$ cat config.mk
export PLATFORM = sky130hd
export DESIGN_NAME = param_seq_multiplier
export DESIGN_NICKNAME = d
export VERILOG_FILES = /design/src/rtl/param_seq_mult_pkg.sv /design/src/rtl/mult_sign_unit.sv /design/src/rtl/param_seq_multiplier.sv
export SDC_FILE = /design/constraint.sdc
export NUM_CORES = 1
export LEC_CHECK = 0
export ABC_AREA = 0
export BUFFER_PORTS_ARGS = -buffer_cell sky130_fd_sc_hd__buf_2
export CAP_MARGIN = 20
export CORE_ASPECT_RATIO = 0.75
export CORE_MARGIN = 8
export CORE_UTILIZATION = 35
export CTS_BUF_LIST = sky130_fd_sc_hd__clkbuf_8
export CTS_CLUSTER_DIAMETER = 50
export CTS_CLUSTER_SIZE = 14
export DETAILED_ROUTE_END_ITERATION = 10
export SLEW_MARGIN = 20
export SYNTH_ARGS = -nofsm -noshare
export SYNTH_HDL_FRONTEND = slang
export SYNTH_SLANG_ARGS = --single-unit
$ cat constraint.sdc
create_clock -name clk -period 4.9 [get_ports clk]
set_input_delay 0.245 -clock clk [delete_from_list [all_inputs] [get_ports clk]]
set_output_delay 0.245 -clock clk [all_outputs]
set_load 0.005 [all_outputs]
$ cat src/rtl/param_seq_mult_pkg.sv
// ---------------------------------------------------------------------------
// param_seq_mult_pkg : shared FSM states and WIDTH limits  | rev 1.0
// ---------------------------------------------------------------------------
`default_nettype none

package param_seq_mult_pkg;

  typedef enum logic [1:0] {
    IDLE = 2'd0,
    CALC = 2'd1,
    FIX  = 2'd2
  } state_t;

  localparam int DEFAULT_WIDTH = 4;
  localparam int WIDTH_MIN     = 2;
  localparam int WIDTH_MAX     = 32;

endpackage

`default_nettype wire

$ cat src/rtl/mult_sign_unit.sv
// ---------------------------------------------------------------------------
// mult_sign_unit : operand magnitudes, result sign and final negation | rev 1.0
// ---------------------------------------------------------------------------
`default_nettype none

module mult_sign_unit #(
  parameter int WIDTH = 4
) (
  input  logic [WIDTH-1:0]   a,
  input  logic [WIDTH-1:0]   b,
  input  logic               signed_mode,
  input  logic [2*WIDTH-1:0] acc,
  input  logic               neg,
  output logic [WIDTH-1:0]   mag_a,
  output logic [WIDTH-1:0]   mag_b,
  output logic               sign,
  output logic [2*WIDTH-1:0] result
);

  // The most-negative value negates to itself, which is its correct unsigned magnitude.
  assign mag_a  = (signed_mode && a[WIDTH-1]) ? -a : a;
  assign mag_b  = (signed_mode && b[WIDTH-1]) ? -b : b;
  assign sign   = signed_mode & (a[WIDTH-1] ^ b[WIDTH-1]);
  assign result = neg ? -acc : acc;

endmodule

`default_nettype wire

$ cat src/rtl/param_seq_multiplier.sv
// ---------------------------------------------------------------------------
// param_seq_multiplier : sequential shift-add multiplier, WIDTH+1 cycles/op | rev 1.0
// ---------------------------------------------------------------------------
`default_nettype none

module param_seq_multiplier
  import param_seq_mult_pkg::*;
#(
  parameter int WIDTH = DEFAULT_WIDTH
) (
  input  logic               clk,
  input  logic               reset,
  input  logic               start,
  input  logic               signed_mode,
  input  logic [WIDTH-1:0]   A,
  input  logic [WIDTH-1:0]   B,
  output logic [2*WIDTH-1:0] product,
  output logic               busy,
  output logic               done
);

  localparam int              CNT_W    = $clog2(WIDTH + 1);
  localparam logic [CNT_W-1:0] CNT_LAST = CNT_W'(WIDTH - 1);

  state_t               state_q, state_d;
  logic [2*WIDTH-1:0]   mcand_q, mcand_d;
  logic [WIDTH-1:0]     mplier_q, mplier_d;
  logic [2*WIDTH-1:0]   acc_q, acc_d;
  logic [CNT_W-1:0]     cnt_q, cnt_d;
  logic                 sign_q, sign_d;
  logic [2*WIDTH-1:0]   product_q, product_d;
  logic                 done_q, done_d;

  logic [WIDTH-1:0]     mag_a, mag_b;
  logic                 op_sign;
  logic [2*WIDTH-1:0]   fixed_result;

  mult_sign_unit #(.WIDTH(WIDTH)) u_sign (
    .a           (A),
    .b           (B),
    .signed_mode (signed_mode),
    .acc         (acc_q),
    .neg         (sign_q),
    .mag_a       (mag_a),
    .mag_b       (mag_b),
    .sign        (op_sign),
    .result      (fixed_result)
  );

  always_comb begin
    state_d   = state_q;
    mcand_d   = mcand_q;
    mplier_d  = mplier_q;
    acc_d     = acc_q;
    cnt_d     = cnt_q;
    sign_d    = sign_q;
    product_d = product_q;
    done_d    = 1'b0;
    case (state_q)
      IDLE: begin
        if (start) begin
          mcand_d  = {{WIDTH{1'b0}}, mag_a};
          mplier_d = mag_b;
          sign_d   = op_sign;
          acc_d    = '0;
          cnt_d    = '0;
          state_d  = CALC;
        end
      end
      CALC: begin
        // Multiplier shifts right so its LSB is always the bit for this step.
        if (mplier_q[0]) acc_d = acc_q + mcand_q;
        mcand_d  = mcand_q << 1;
        mplier_d = mplier_q >> 1;
        cnt_d    = cnt_q + CNT_W'(1);
        if (cnt_q == CNT_LAST) state_d = FIX;
      end
      FIX: begin
        product_d = fixed_result;
        done_d    = 1'b1;
        state_d   = IDLE;
      end
      default: state_d = IDLE;
    endcase
  end

  always_ff @(posedge clk or negedge reset) begin
    if (!reset) begin
      state_q   <= IDLE;
      mcand_q   <= '0;
      mplier_q  <= '0;
      acc_q     <= '0;
      cnt_q     <= '0;
      sign_q    <= 1'b0;
      product_q <= '0;
      done_q    <= 1'b0;
    end else begin
      state_q   <= state_d;
      mcand_q   <= mcand_d;
      mplier_q  <= mplier_d;
      acc_q     <= acc_d;
      cnt_q     <= cnt_d;
      sign_q    <= sign_d;
      product_q <= product_d;
      done_q    <= done_d;
    end
  end

  assign product = product_q;
  assign busy    = (state_q != IDLE);
  assign done    = done_q;

endmodule

`default_nettype wire

# ---- Word level (Yosys, flattened, before mapping)
# Index checks and enable logic that the tools add are counted.
dict set report word_totals {
  ff_bits 35
  in_bits 12
}
dict set report op_classes {
  addsub 5
  n_eq_ne 6
  muxes 16
  bitwise_logic 2
  n_reduce_logical 9
}
# op count
set ops {}
lappend ops {{8-bit two-way mux} 4}
lappend ops {{8-bit case mux with 2 select lines} 2}
lappend ops {{4-bit two-way mux} 3}
lappend ops {{8-bit adder} 1}
lappend ops {{4-bit negation} 2}
lappend ops {{8-bit negation} 1}
lappend ops {{4-bit case mux with 2 select lines} 1}
lappend ops {{2-bit inequality test, second input constant} 3}
lappend ops {{3-bit case mux with 2 select lines} 1}
lappend ops {{2-bit AND reduction} 3}
lappend ops {{2-bit two-way mux} 2}
lappend ops {{2-bit case mux with 2 select lines} 1}
lappend ops {{2-bit nonzero test} 2}
lappend ops {{3-bit by 1-bit adder with 3-bit output, second input constant} 1}
lappend ops {{3-bit by 2-bit == test with 1-bit output, second input constant} 1}
lappend ops {{3-bit two-way mux} 1}
lappend ops {{3-bit AND reduction} 1}
lappend ops {{2-bit by 1-bit == test with 1-bit output, second input constant} 1}
lappend ops {{2-bit == test, second input constant} 1}
lappend ops {{1-bit logical AND} 2}
lappend ops {{2-bit logical NOT} 1}
lappend ops {{1-bit bitwise AND} 1}
lappend ops {{1-bit two-way mux} 1}
lappend ops {{1-bit XOR} 1}

# ---- Logic depth before layout (Yosys ltp)
dict set report depth {
  word_depth 4
  depth_mapped 7
  mapped_depth_nobuf 7
}

# ---- By module
# A second synthesis with hierarchy kept.
dict set report unflattened {
  cells_unflattened 201
  hier_area_um2 2045.7
}
# mod n_inst cells_each area_each_um2 seq_area_each_um2
set by_module_without_submodules {}
lappend by_module_without_submodules {param_seq_multiplier 1 158 1721.7 875.8}
lappend by_module_without_submodules {mult_sign_unit 1 43 324.1 0.0}

# ---- Worst setup path after synthesis
# OpenSTA, ideal clock, no wires.
dict set report synth_timing {
  kind {register to register}
  start {reg mcand_q[1]}
  end {reg acc_q[7]}
  arrival_ns 1.860
  t_required_ns 4.821
  slack_ns 2.961
  path_stages_with_launch 7
  n_path_buf 0
  path_cell_list {dfrtp_1 -> ha_1 -> a211oi_1 -> nor3_1 -> or4_1 -> o211ai_2 -> mux2i_1}
}
dict set report synth_between {
  elab_chain_cells 3
}
# item line_no
set synth_rtl {}
lappend synth_rtl {{start: declaration} param_seq_multiplier.sv:26} ;# logic [2*WIDTH-1:0] mcand_q, mcand_d;
lappend synth_rtl {{start signal: assignment} param_seq_multiplier.sv:99} ;# mcand_q <= mcand_d;
lappend synth_rtl {{8-bit adder} param_seq_multiplier.sv:72} ;# if (mplier_q[0]) acc_d = acc_q + mcand_q;
lappend synth_rtl {{8-bit two-way mux} param_seq_multiplier.sv:72}
lappend synth_rtl {{8-bit case mux with 2 select lines} param_seq_multiplier.sv:59} ;# case (state_q)
lappend synth_rtl {{end signal: assignment} param_seq_multiplier.sv:92} ;# acc_q <= '0;
lappend synth_rtl {{end signal: assignment} param_seq_multiplier.sv:101} ;# acc_q <= acc_d;
lappend synth_rtl {{end: declaration} param_seq_multiplier.sv:28} ;# logic [2*WIDTH-1:0] acc_q, acc_d;
# No other way between the ends. The select of a mux whose other input is x is not followed.
# A chain may end at the register's enable or synchronous reset.

# ---- Worst setup path after layout
# Same ends and word-level chain as after synthesis.

==> metrics.md <==
| Metric | Value |
|---|---|
| Number of max-cap violations | `0` |
| Filler cells | `between 500 and 600` |
| Arrival time worst endpoint | `around 2.3 ns` |
| Routed vias | `between 1500 and 2000` |
| Maximum vdd drop | `~0.00017 V` |
| Pwr Total | `roughly 1400 uW` |
| Setup TNS | `0 ns` |
| Startpoint types | `flip-flop` |
| Clock skew | `0.005619 ns` |
| Endpoints failing setup | `0` |
| Slew Viols, Final | `0` |
| NumNets Final | `between 200 and 300` |
| Ys flop type | `dfrtp_1` |
| Synth area leaders | `dfrtp_1 (45%), ha_1 (7.7%), nand2_1 (5.6%), xor2_1 (4.1%), o22ai_1 (3.2%)` |
| RSZ-0062 raised after global routing | `false` |
| CTS Hold Bufs | `0` |
| Post-CTS Repair Setup Buffers | `0` |
| Max-slew headroom | `47.06%` |
| Vias per cell | `roughly 5.0` |
| Vias in the first global route | `1521` |
| Placer Congestion | `~0.85` |
| Post-cts repair resize count | `0` |
| Avg WL per Cell | `13.73 um` |
| CTS buffer count | `5` |
| Period utilization | `between 40% and 50%` |
| Setup CP Type | `flip-flop to flip-flop` |
| Met2 Usage GRT | `between 10% and 20%` |
| DRT antenna net count | `0` |
| IO Count | `22` |
| GRT Total Usage | `11.59%` |
| DR iter-0 viols | `34` |
| Share of cells above drive strength 1 | `between 10% and 20%` |
| First-pass GRT wire length | `about 7300 um` |
| GRT met1 Usage | `between 15 and 20%` |
| TritonCTS clock tree | `yes` |
| Mapped Nets | `approximately 230` |
| CTS Root Cell | `clkbuf_8` |
| FMAX | `0.4776 GHz` |
| Starting Density | `36.33%` |
| Clock period minus worst slack | `roughly 2.1 ns` |
| Hpwl dp | `3072 um` |
| EDFF count, synth | `0` |
| ANT cells | `0` |
| Length of the first detailed-routing pass in iterations | `4` |
| Clock Path Buffers | `2` |
| Leak | `0.001056 uW` |
| Sink Count | `35` |
| Htree depth | `2` |
| Commonest cells in the netlist | `dfrtp_1 (35), nand2_1 (29), ha_1 (12)` |
| Largest net degree at the start of global routing | `36` |
| Met3 Usage GRT | `between 2 and 3%` |
| Synth Register Bits | `35` |
| Area leader, netlist | `dfrtp_1` |
| Status | `complete, no violations` |
| HP Class | `input pin to async pin` |
| Critical path capture point type | `flip-flop` |
| IO buf count | `21` |
| Final hold viol count | `0` |
| Width of the die | `~100 um` |
| Residual DRC | `0` |
| Async SR Flop Fraction | `100.0%` |
| Actual slew at the worst max-slew pin | `about 0.79 ns` |
| Post-synthesis cell count | `204` |
| Library cells used by synthesis | `37` |
| Syn-to-layout area delta | `13.58%` |
| Most Used Layer, Global Route | `met2` |
| Die footprint | `slightly above 0.008 mm2` |
| Initial antenna violation count | `0` |
| Grt total ovfl | `0` |
| Syn Area/Cell | `roughly 9.5 um2` |
| Core Area | `between 0.005 and 0.006 mm2` |
| Synth Warn # | `0` |
| Die height | `slightly above 80 um` |
| Synth top area share | `a little under half` |
| WP data required | `between 5 and 6 ns` |
| Sequential element share of the synthesized area | `45.05%` |
| Power per cell area | `around 640 mW/mm2` |
| WL final | `roughly 4200 um` |
| Row Count | `23` |
| Crit-path max FO | `5` |
| CTS clock-pin slew for the worst setup and hold paths | `about 0.07 ns` |
| Cell Area, Synth | `a little under 0.002 mm2` |
| Count leader, synth | `dfrtp_1` |
| Clock Latency Late Sink | `~0.29 ns` |
sequential cells by signal (all words and copies together) (netlist names):
register / flops
acc_q: 8
mcand_q: 8
product: 8
mplier_q: 4
cnt_q: 3
state_q: 2
done: 1
sign_q: 1
cells in the final DEF, fill, tap and decap left out, types with 4 or more instances in the layout:
cell type | Yosys | layout
mux2i_1 | 4 | 4
nand2_1 | 29 | 29
o22ai_1 | 10 | 10
a22o_1 | 7 | 7
o21ai_1 | 10 | 10
clkbuf_8 | 0 | 5
nor2_1 | 10 | 10
a21oi_1 | 11 | 11
o31ai_1 | 4 | 4
nand3_1 | 7 | 7
ha_1 | 12 | 12
nor2b_1 | 6 | 6
xor2_1 | 9 | 9
o21ai_0 | 10 | 10
dfrtp_1 | 35 | 35
inv_1 | 8 | 8
buf_2 | 0 | 21
per-layer routing:
metal,wire length [um],vias up
met5,0,-
met4,59,0
met3,204,4
met2,1713,34
met1,2197,708
li1,-,781
critical path: stages (launching register included):
cell	delay (ns)
dfrtp_1	0.45
ha_1	0.34
a211oi_1	0.34
nor3_1	0.13
or4_1	0.50
o211ai_2	0.08
mux2i_1	0.18
per-stage QoR:
step	cell area (um2)	utilization, %	hold slack, ns	worst slack [ns]	instances
final	2208	41.26	0.03229	2.806	304
after global routing	2208	41.26	0.1016	2.660	304
after CTS	2208	41.26	0.05642	2.797	304
after detailed placement	2125	39.69	0.3777	2.803	296
after global placement	2125	39.69	0.3734	2.861	296
after floorplan	1944	-	-0.05059	2.961	204
path summary, 6_finish.rpt:
path | start | to | slack [ns] | cells after the start
max | mcand_q[1] | acc_q[7] | 2.81 | 6
min | reset | product[3] | 0.03 | 1
max reg2reg | mcand_q[1] | acc_q[7] | 2.81 | 6
min reg2reg | product[2] | product[2] | 0.47 | 2
max in group asynchronous | reset | mcand_q[2] | 4.36 | 1
min in group clk | B[3] | mplier_q[3] | 0.21 | 3
where the power goes:
group	switching [uW]	internal, uW
Clock	107	97.2
Combinational	366	300
Sequential	126	414
final cells by class:
type	count	area [um2]	share of cell area (%)
repair buffers	21	105.1	4.759
multi-input cells	154	1008	45.67
clock inverters	3	15.01	0.6799
inverters	11	41.29	1.870
flip-flops and latches	35	875.8	39.66
clock buffers	5	68.82	3.116
well taps	75	93.84	4.249
logic make-up after synthesis:
| logic type | synth area share, % |
|---|---|
| simple gates | 15.89 |
| compound gates | 19.76 |
| flops | 45.05 |
| buf+inv | 3.089 |
| fa+ha+maj | 8.751 |
| xor+xnor | 5.406 |
| mux | 2.059 |
(Power assumes the default switching activity.)
